**config.mk**
```make
export PLATFORM = sky130hd
export DESIGN_NAME = ltu_clk_div_detect
export DESIGN_NICKNAME = d
export VERILOG_FILES = /design/src/rtl/ltu_clk_div_detect_pkg.sv /design/src/rtl/ltu_clk_div_detect_period_meas.sv /design/src/rtl/ltu_clk_div_detect.sv
export SDC_FILE = /design/constraint.sdc
export NUM_CORES = 1
export LEC_CHECK = 0
export ABC_AREA = 0
export CORE_MARGIN = 8
export CORE_UTILIZATION = 53
export CTS_CLUSTER_SIZE = 30
export DETAILED_ROUTE_END_ITERATION = 10
export MAX_ROUTING_LAYER = met4
export PLACE_DENSITY = 0.79
export SKIP_LAST_GASP = 1
export SLEW_MARGIN = 20
export SYNTH_ARGS = -nofsm -noshare
export SYNTH_HDL_FRONTEND = slang
export SYNTH_SLANG_ARGS = --single-unit
```
**constraint.sdc**
```tcl
create_clock -name clk -period 4.9 [get_ports clk]
set_input_delay 1.225 -clock clk [delete_from_list [all_inputs] [get_ports clk]]
set_output_delay 1.225 -clock clk [all_outputs]
set_load 0.05 [all_outputs]
```
**src/rtl/ltu_clk_div_detect_pkg.sv**
```systemverilog
// Shared definitions for the LTU divided-clock detector: counter width,
// FSM encoding and the divide-code <-> period mapping.
package ltu_clk_div_detect_pkg;

  localparam int CNT_W = 6;
  localparam logic [CNT_W-1:0] CNT_MAX = '1;

  typedef enum logic [1:0] {
    ST_IDLE    = 2'd0,
    ST_MEASURE = 2'd1,
    ST_LOCKED  = 2'd2
  } state_e;

  // Code 0..3 selects a period of 2, 4, 8 or 16 clk cycles.
  function automatic logic [CNT_W-1:0] code_to_period(input logic [1:0] code);
    return CNT_W'(2) << code;
  endfunction

  function automatic logic period_legal(input logic [CNT_W-1:0] period);
    return (period == CNT_W'(2)) || (period == CNT_W'(4)) ||
           (period == CNT_W'(8)) || (period == CNT_W'(16));
  endfunction

  function automatic logic [1:0] period_code(input logic [CNT_W-1:0] period);
    logic [1:0] code;
    case (period)
      CNT_W'(4):  code = 2'd1;
      CNT_W'(8):  code = 2'd2;
      CNT_W'(16): code = 2'd3;
      default:    code = 2'd0;
    endcase
    return code;
  endfunction

endpackage

```
**src/rtl/ltu_clk_div_detect_period_meas.sv**
```systemverilog
// Rising-edge detector and saturating period counter for the divided clock.
// period_o is the cycle count since the previous rise, valid when rise_o is high.
module ltu_period_meas
  import ltu_clk_div_detect_pkg::*;
(
  input  logic             clk_i,
  input  logic             rst_i,
  input  logic             div_i,
  output logic             rise_o,
  output logic [CNT_W-1:0] period_o
);

  logic             div_q;
  logic             primed_q;
  logic [CNT_W-1:0] cnt_q;
  logic [CNT_W-1:0] cnt_d;

  // The first sample after reset release only primes div_q; it is never a rise.
  assign rise_o   = div_i & ~div_q & primed_q;
  assign period_o = cnt_q;

  always_comb begin
    cnt_d = cnt_q;
    if (rise_o) begin
      cnt_d = CNT_W'(1);
    end else if (cnt_q != CNT_MAX) begin
      cnt_d = cnt_q + CNT_W'(1);
    end
  end

  always_ff @(posedge clk_i or posedge rst_i) begin
    if (rst_i) begin
      div_q    <= 1'b0;
      primed_q <= 1'b0;
      cnt_q    <= '0;
    end else begin
      div_q    <= div_i;
      primed_q <= 1'b1;
      cnt_q    <= cnt_d;
    end
  end

endmodule

```
**src/rtl/ltu_clk_div_detect.sv**
```systemverilog
// Detects the divide ratio of LTUCLKDIVIN and locks once the same legal
// period has repeated STABLE_CNT times after the candidate was first seen.
module ltu_clk_div_detect
  import ltu_clk_div_detect_pkg::*;
#(
  parameter int STABLE_CNT = 3,
  parameter int TIMEOUT    = 40
) (
  input  logic       clk,
  input  logic       reset,
  input  logic       LTUCLKDIVIN,
  output logic [1:0] LTUCLKDIVDET,
  output logic       LTUCLKDIVLOCK,
  output logic       LTUCLKDIVERR,
  output state_e     dbg_state_o
);

  localparam int MW = $clog2(STABLE_CNT + 2);
  localparam logic [MW-1:0]    LOCK_RUN = MW'(STABLE_CNT);
  localparam logic [CNT_W-1:0] TO_CNT   = CNT_W'(TIMEOUT);

  logic             rise;
  logic [CNT_W-1:0] period;
  logic             legal;
  logic [1:0]       code;
  logic             timeout;

  state_e        state_q, state_d;
  logic [1:0]    cand_q, cand_d;
  logic [MW-1:0] match_q, match_d;
  logic [1:0]    det_q, det_d;
  logic          lock_q, lock_d;
  logic          err_q, err_d;

  ltu_period_meas u_meas (
    .clk_i    (clk),
    .rst_i    (reset),
    .div_i    (LTUCLKDIVIN),
    .rise_o   (rise),
    .period_o (period)
  );

  assign legal   = period_legal(period);
  assign code    = period_code(period);
  assign timeout = ~rise && (period >= TO_CNT);

  always_comb begin
    state_d = state_q;
    cand_d  = cand_q;
    match_d = match_q;
    det_d   = det_q;
    lock_d  = lock_q;
    err_d   = 1'b0;
    case (state_q)
      ST_IDLE: begin
        if (rise) begin
          state_d = ST_MEASURE;
          match_d = '0;
        end
      end
      ST_MEASURE: begin
        if (rise) begin
          if (!legal) begin
            match_d = '0;
            err_d   = 1'b1;
          end else if (code == cand_q) begin
            // match_q counts periods already seen at this rate; this one completes the run.
            match_d = match_q + MW'(1);
            if (match_q == LOCK_RUN) begin
              state_d = ST_LOCKED;
              det_d   = cand_q;
              lock_d  = 1'b1;
            end
          end else begin
            cand_d  = code;
            match_d = MW'(1);
          end
        end else if (timeout) begin
          state_d = ST_IDLE;
          match_d = '0;
          lock_d  = 1'b0;
          err_d   = 1'b1;
        end
      end
      ST_LOCKED: begin
        if (rise) begin
          if (period != code_to_period(det_q)) begin
            state_d = ST_MEASURE;
            lock_d  = 1'b0;
            err_d   = 1'b1;
            if (legal) begin
              cand_d  = code;
              match_d = MW'(1);
            end else begin
              match_d = '0;
            end
          end
        end else if (timeout) begin
          state_d = ST_IDLE;
          match_d = '0;
          lock_d  = 1'b0;
          err_d   = 1'b1;
        end
      end
      default: begin
        state_d = ST_IDLE;
        lock_d  = 1'b0;
      end
    endcase
  end

  always_ff @(posedge clk or posedge reset) begin
    if (reset) begin
      state_q <= ST_IDLE;
      cand_q  <= '0;
      match_q <= '0;
      det_q   <= '0;
      lock_q  <= 1'b0;
      err_q   <= 1'b0;
    end else begin
      state_q <= state_d;
      cand_q  <= cand_d;
      match_q <= match_d;
      det_q   <= det_d;
      lock_q  <= lock_d;
      err_q   <= err_d;
    end
  end

  assign LTUCLKDIVDET  = det_q;
  assign LTUCLKDIVLOCK = lock_q;
  assign LTUCLKDIVERR  = err_q;
  assign dbg_state_o   = state_q;

endmodule

```
==> flow_metrics.env, run 1 <==
export IMPL_cts_tree="done"
export IMPL_dieWidth_microns=65.5
export IMPL_cts_sinks=19
export IMPL_clk_pin_slew_worst_paths_ns=0.10
export IMPL_ctsRootBufferMaster="clkbuf_4"
export IMPL_fin_crit_sh=0.599
export IMPL_area_delta_synth_final_pct=8.37
export IMPL_ios=9
export IMPL_status="finished, final reports clean"
export IMPL_yosys_warnings=0
export IMPL_drive_gt1_frac=0.102
export IMPL_fin_worst_skew_ns=0.00142
export IMPL_synth_seq_area_share=0.366
export IMPL_vias=1083
export IMPL_syn_nets=153
export IMPL_io_buffers=8
export IMPL_startpoint_type="primary input"
export IMPL_rsz0062_at_grt="no"
export IMPL_cp_data_required_time_ns=5.10
export IMPL_synthTopCellsByArea="dfrtp_1 (37%), ha_1 (8.7%), mux2_2 (4.3%)"
export IMPL_drt_wl_total_mm=2.58
export IMPL_p_leak_nw=0.601
export IMPL_die_h_microns=65.5
export IMPL_ys_ff_latch=19
export IMPL_grt_pass1_vias=1013
export IMPL_die_area_sq_um=4290
export IMPL_synth_avg_cell_area_sq_um=9.22
export IMPL_p_per_area_nw_per_um2=521
export IMPL_critical_path_arrival_ns=3.14
export IMPL_tns_ns=0
export IMPL_min_period_ns=2.94
export IMPL_vdd_drop_max_mv=0.385
export IMPL_synth_edf_count=0
export IMPL_avgRoutedWirePerCell_microns=14.6
export IMPL_ctsResizeCount=0
export IMPL_syn_area_sq_um=1300
export IMPL_core_sq_um=2410
export IMPL_worstSetupEndpointType="flop"
export IMPL_drt_pass1_iterations=4
export IMPL_drc=0
export IMPL_layout_common_cells="dfrtp_1 (19), nor2_1 (10)"
export IMPL_hold_violations=0
export IMPL_synth_top_cell_area_share=0.366
export IMPL_synthCells=141
export IMPL_grt_max_degree=20
export IMPL_stdcell_count=177
export IMPL_dp_final_hpwl_mm=1.91
export IMPL_async_reset_ff_frac=1.00
export IMPL_maxCapViolCount=0
export IMPL_drtIter0Drc=65
export IMPL_maxSlewViolCount=0
export IMPL_viasPerCell=6.12
export IMPL_grtUsageTotal=0.138
export IMPL_grt_pass1_wl_mm=4.58
export IMPL_antenna_found_initial=0
export IMPL_std_cell_rows=18
export IMPL_fmax_mhz=341
export IMPL_initial_core_util=0.539
export IMPL_cts_buffer_depth=2
export IMPL_path_class="in -> reg"
export IMPL_numCtsBuffers=3
export IMPL_synth_cell_type_count=43
export IMPL_nNetsFinal=160
export IMPL_cts_hold_buf=0
export IMPL_layout_commonest_cell="dfrtp_1"
export IMPL_num_antenna_cells=0
export IMPL_final_setup_viol_count=0
export IMPL_ant_nets=0
export IMPL_cts_setup_buffers=0
export IMPL_yosysTopAreaCell="dfrtp_1"
export IMPL_yosys_most_used_dff="dfrtp_1"
export IMPL_htree_levels=1
export IMPL_holdWs_ns=0.531
export IMPL_placedCellCount=173
export IMPL_routabilityCongestion=0.899
export IMPL_path_max_fanout=11
export IMPL_hold_class="reg -> reg"
export IMPL_clkLatencyLatePin_ns=0.30
export IMPL_worst_pin_slew_ns=0.725
export IMPL_grt_overflow_total=0
export IMPL_maxSlewHeadroom=0.516
-- sequential cells by signal, indices dropped and copies added, names as in the netlist --
signal / count
u_meas.div_q: 1
LTUCLKDIVLOCK: 1
dbg_state_o: 2
u_meas.primed_q: 1
u_meas.period_o: 6
LTUCLKDIVERR: 1
cand_q: 2
match_q: 3
LTUCLKDIVDET: 2
-- through the flow --
step / worst slack (ns) / utilization / instance area (sq um) / total power, mW
3_5_place_dp: 1.64 / 0.574 / 1380 / 0.652
5_1_grt: 1.84 / 0.585 / 1410 / 0.793
2_1_floorplan: 2.51 / - / 1300 / 0.572
6_report: 1.96 / 0.585 / 1410 / 0.735
4_1_cts: 1.98 / 0.585 / 1410 / 0.735
3_3_place_gp: 1.75 / 0.574 / 1380 / 0.640
-- cell usage after synthesis, types with 2 or more instances --
library cell,n
inv_1,9
buf_6,2
o31ai_1,6
clkbuf_1,4
and3_1,2
nor3_1,3
nand2b_1,2
dfrtp_1,19
nor2_1,10
a31oi_1,5
ha_1,9
nand4_1,3
a21oi_1,9
nand2_1,8
xnor2_1,3
or4_1,4
nor3b_1,3
mux2_2,5
o21ai_0,9
nand3_1,3
-- path summary, 6_finish.rpt --
path | slack [ns] | start | endpoint | cells past startpoint
worst min register to register | 0.53 | match_q[1]$_DFFE_PP0P_ | match_q[1]$_DFFE_PP0P_ | 2
max in group asynchronous | 3.11 | reset | u_meas.period_o[0]$_DFFE_PP0P_ | 2
worst max-delay path | 1.96 | LTUCLKDIVIN | match_q[0]$_DFFE_PP0P_ | 8
min in group asynchronous | 1.34 | reset | u_meas.period_o[5]$_DFFE_PP0P_ | 2
worst min-delay path | 0.53 | match_q[1]$_DFFE_PP0P_ | match_q[1]$_DFFE_PP0P_ | 2
worst max register to register | 2.31 | u_meas.period_o[1]$_DFFE_PP0P_ | LTUCLKDIVLOCK$_DFFE_PP0P_ | 8
-- final cells by class --
type                            instances  area (sq um)
Tap cell                               30          37.5
Timing Repair Buffer                    9          87.6
Inverter                                9          33.8
Multi-Input combinational cell        106           748
Fill cell                             209          1000
Clock buffer                            4          26.3
Sequential cell                        19           475
-- critical path: stages --
cell	delay [ns]
clkdlybuf4s50_1	0.49
nand2_1	0.06
nor2_1	0.08
buf_4	0.18
nand2_1	0.08
o31ai_1	0.58
o21ai_0	0.15
a32o_1	0.28
-- metal layers --
layer,part of all wire,track usage,vias up
met5,0,-,-
met4,0.024,0.0736,0
met3,0.042,0.0306,7
met2,0.48,0.212,24
met1,0.45,0.164,524
li1,-,-,528
-- where the power goes --
group          internal, mW  leakage [nW]  switching, mW
clock                0.0318        0.0150         0.0490
combinational         0.158         0.337          0.230
sequential            0.193         0.249         0.0732
total                 0.382         0.601          0.352
-- kinds of logic after synthesis --
kind of cell	share of synthesized area
AOI/OAI and AO/OA	0.203
xor gates and xnor gates	0.0202
adders and majority gates	0.0953
buffers and inverters	0.0587
DFF	0.366
muxes	0.0510
other	0.00288
and+or+nand+nor	0.203
Note: power is estimated with default switching activity, not from simulation.
==> inputs of run 2 (changes only) <==
- clock period: 4.9 -> 3 ns (I/O delays scaled with it)
==> flow_metrics.env, run 2 (synthesis gave the netlist of run 1 again) <==
export IMPL_fin_worst_skew_ns=0.00627
export IMPL_r2r_end="LTUCLKDIVLOCK$_DFFE_PP0P_"
export IMPL_die_h_microns=65.5
export IMPL_grt_overflow_total=0
export IMPL_routabilityCongestion=0.907
export IMPL_die_area_sq_um=4290
export IMPL_final_util=0.588
export IMPL_viasPerCell=5.88
export IMPL_std_cell_rows=18
export IMPL_cts_sinks=19
export IMPL_fin_crit_sh=0.867
export IMPL_worst_pin_slew_ns=0.731
export IMPL_min_from="match_q[2]$_DFFE_PP0P_"
export IMPL_maxCapViolCount=0
export IMPL_critical_path_arrival_ns=2.79
export IMPL_ios=9
export IMPL_clk_pin_slew_worst_paths_ns=0.11
export IMPL_drc=0
export IMPL_placedCellCount=174
export IMPL_worstHoldEndpoint="match_q[2]$_DFFE_PP0P_"
export IMPL_holdPathStages=2
export IMPL_clkLatencyLatePin_ns=0.29
export IMPL_r2r_cells=8
export IMPL_layout_commonest_cell="dfrtp_1"
export IMPL_p_leak_nw=0.606
export IMPL_stdcell_count=178
export IMPL_nNetsFinal=161
export IMPL_antenna_found_initial=0
export IMPL_fmax_mhz=384
export IMPL_status="finished, final reports clean"
export IMPL_maxSlewHeadroom=0.512
export IMPL_avgRoutedWirePerCell_microns=14.7
export IMPL_slowest_delay_ns=0.46
export IMPL_rrSetupSlack_ns=0.40
export IMPL_grt_pass1_wl_mm=4.58
export IMPL_p_clk_frac=0.107
export IMPL_cp_startpoint="u_meas.period_o[0]$_DFFE_PP0P_"
export IMPL_drt_pass1_iterations=4
export IMPL_hold_violations=0
export IMPL_rsz0062_at_grt="no"
export IMPL_cts_tree="done"
export IMPL_grt_pass1_vias=1008
export IMPL_io_buffers=8
export IMPL_drtIter0Drc=64
export IMPL_fillers=210
export IMPL_core_sq_um=2410
export IMPL_ctsResizeCount=0
export IMPL_hold_class="reg -> reg"
export IMPL_layout_common_cells="dfrtp_1 (19), nor2_1 (10)"
export IMPL_seqPwrFrac=0.356
export IMPL_vias=1047
export IMPL_cts_buffer_depth=2
export IMPL_initial_core_util=0.539
export IMPL_numCtsBuffers=3
export IMPL_cpMaxStageDelayCell="dfrtp_1"
export IMPL_vdd_drop_max_mv=0.691
export IMPL_cts_hold_buf=0
export IMPL_grtUsageTotal=0.136
export IMPL_largest_reg_flops=6
export IMPL_rr_startpoint="u_meas.period_o[0]$_DFFE_PP0P_"
export IMPL_cp_data_required_time_ns=3.19
export IMPL_pwr_share_comb=0.536
export IMPL_drt_wl_total_mm=2.62
export IMPL_p_per_area_nw_per_um2=860
export IMPL_grt_max_degree=20
export IMPL_dieWidth_microns=65.5
export IMPL_worstSetupEndpointType="flop"
export IMPL_path_cells="inv_1 > ha_1 > nand2b_1 > o31ai_1 > nand4_1 > o311a_4 > a311oi_1 > mux2_2"
export IMPL_path_buf_inv=1
export IMPL_dp_final_hpwl_mm=1.94
export IMPL_num_antenna_cells=0
export IMPL_path_max_fanout=6
export IMPL_area_delta_synth_final_pct=8.95
export IMPL_final_setup_viol_count=0
export IMPL_min_period_ns=2.60
export IMPL_startpoint_type="flop"
export IMPL_drive_gt1_frac=0.108
export IMPL_cts_setup_buffers=0
export IMPL_path_class="reg -> reg"
export IMPL_p_int_uw=638
export IMPL_tns_ns=0
export IMPL_net_switching_power_uw=580
export IMPL_swShare=0.476
export IMPL_htree_levels=1
export IMPL_maxSlewViolCount=0
export IMPL_critPathTopFamily="compound AO/OA/AOI/OAI gates"
export IMPL_ant_nets=0
export IMPL_ctsRootBufferMaster="clkbuf_4"
## run 2: cell count changes in the layout (fill, tap and decap cells not counted)
cell	before	now
buf_4	1	2
## run 2: area by class of cell
class                      count  area, sq um  area share
timing repair buffer          10         95.1      0.0671
clock buffer                   4         26.3      0.0186
sequential                    19          475       0.336
tap                           30         37.5      0.0265
multi-input combinational    106          748       0.528
inverter                       9         33.8      0.0239
## run 2: stage by stage
step	setup slack [ns]	area (sq um)	total power, mW	hold WS (ns)
after CTS	0.417	1420	1.22	0.521
after floorplan	0.700	1300	0.934	0.473
after detailed placement	0.396	1390	1.08	0.494
after global placement	0.481	1390	1.05	0.488
final	0.398	1420	1.22	0.519
after global routing	0.275	1420	1.33	0.571
## run 2: routing by layer
metal / wire length [microns] / vias to the layer above / part of all wire / GRT usage
met5: 0 / - / 0 / -
met3: 112 / 2 / 0.043 / 0.0255
met1: 1260 / 495 / 0.48 / 0.180
met4: 15 / 0 / 0.0057 / 0.0436
li1: - / 527 / - / -
met2: 1240 / 23 / 0.47 / 0.204
## run 2: worst min-delay path, cell delays in order (launching register included)
cell     delay (ns)
dfrtp_1        0.35
o21ai_0        0.08
o31ai_1        0.06
## run 2: power groups by stage
stage | Combinational (mW) | Sequential, mW | Clock [mW]
global route | 0.736 | 0.449 | 0.143
global placement | 0.626 | 0.427 | 0
CTS | 0.651 | 0.430 | 0.136
finish | 0.654 | 0.434 | 0.131
floorplan | 0.488 | 0.447 | 0
detailed placement | 0.649 | 0.434 | 0
## run 2: how the worst max path moves through the flow
stage | to | slack [ns] | cells past startpoint
after CTS | LTUCLKDIVLOCK$_DFFE_PP0P_ | 0.42 | 8
after detailed placement | cand_q[1]$_DFFE_PP0P_ | 0.40 | 5
final | LTUCLKDIVLOCK$_DFFE_PP0P_ | 0.40 | 8
after floorplan | LTUCLKDIVLOCK$_DFFE_PP0P_ | 0.70 | 8
after global placement | cand_q[1]$_DFFE_PP0P_ | 0.48 | 5
after global routing | LTUCLKDIVLOCK$_DFFE_PP0P_ | 0.28 | 8
==> inputs of run 3 (changes only) <==
- GPL_ROUTABILITY_DRIVEN: not set -> 0
==> results of run 3 <==
Final layout, timing and power as in run 2 (identical DEF).
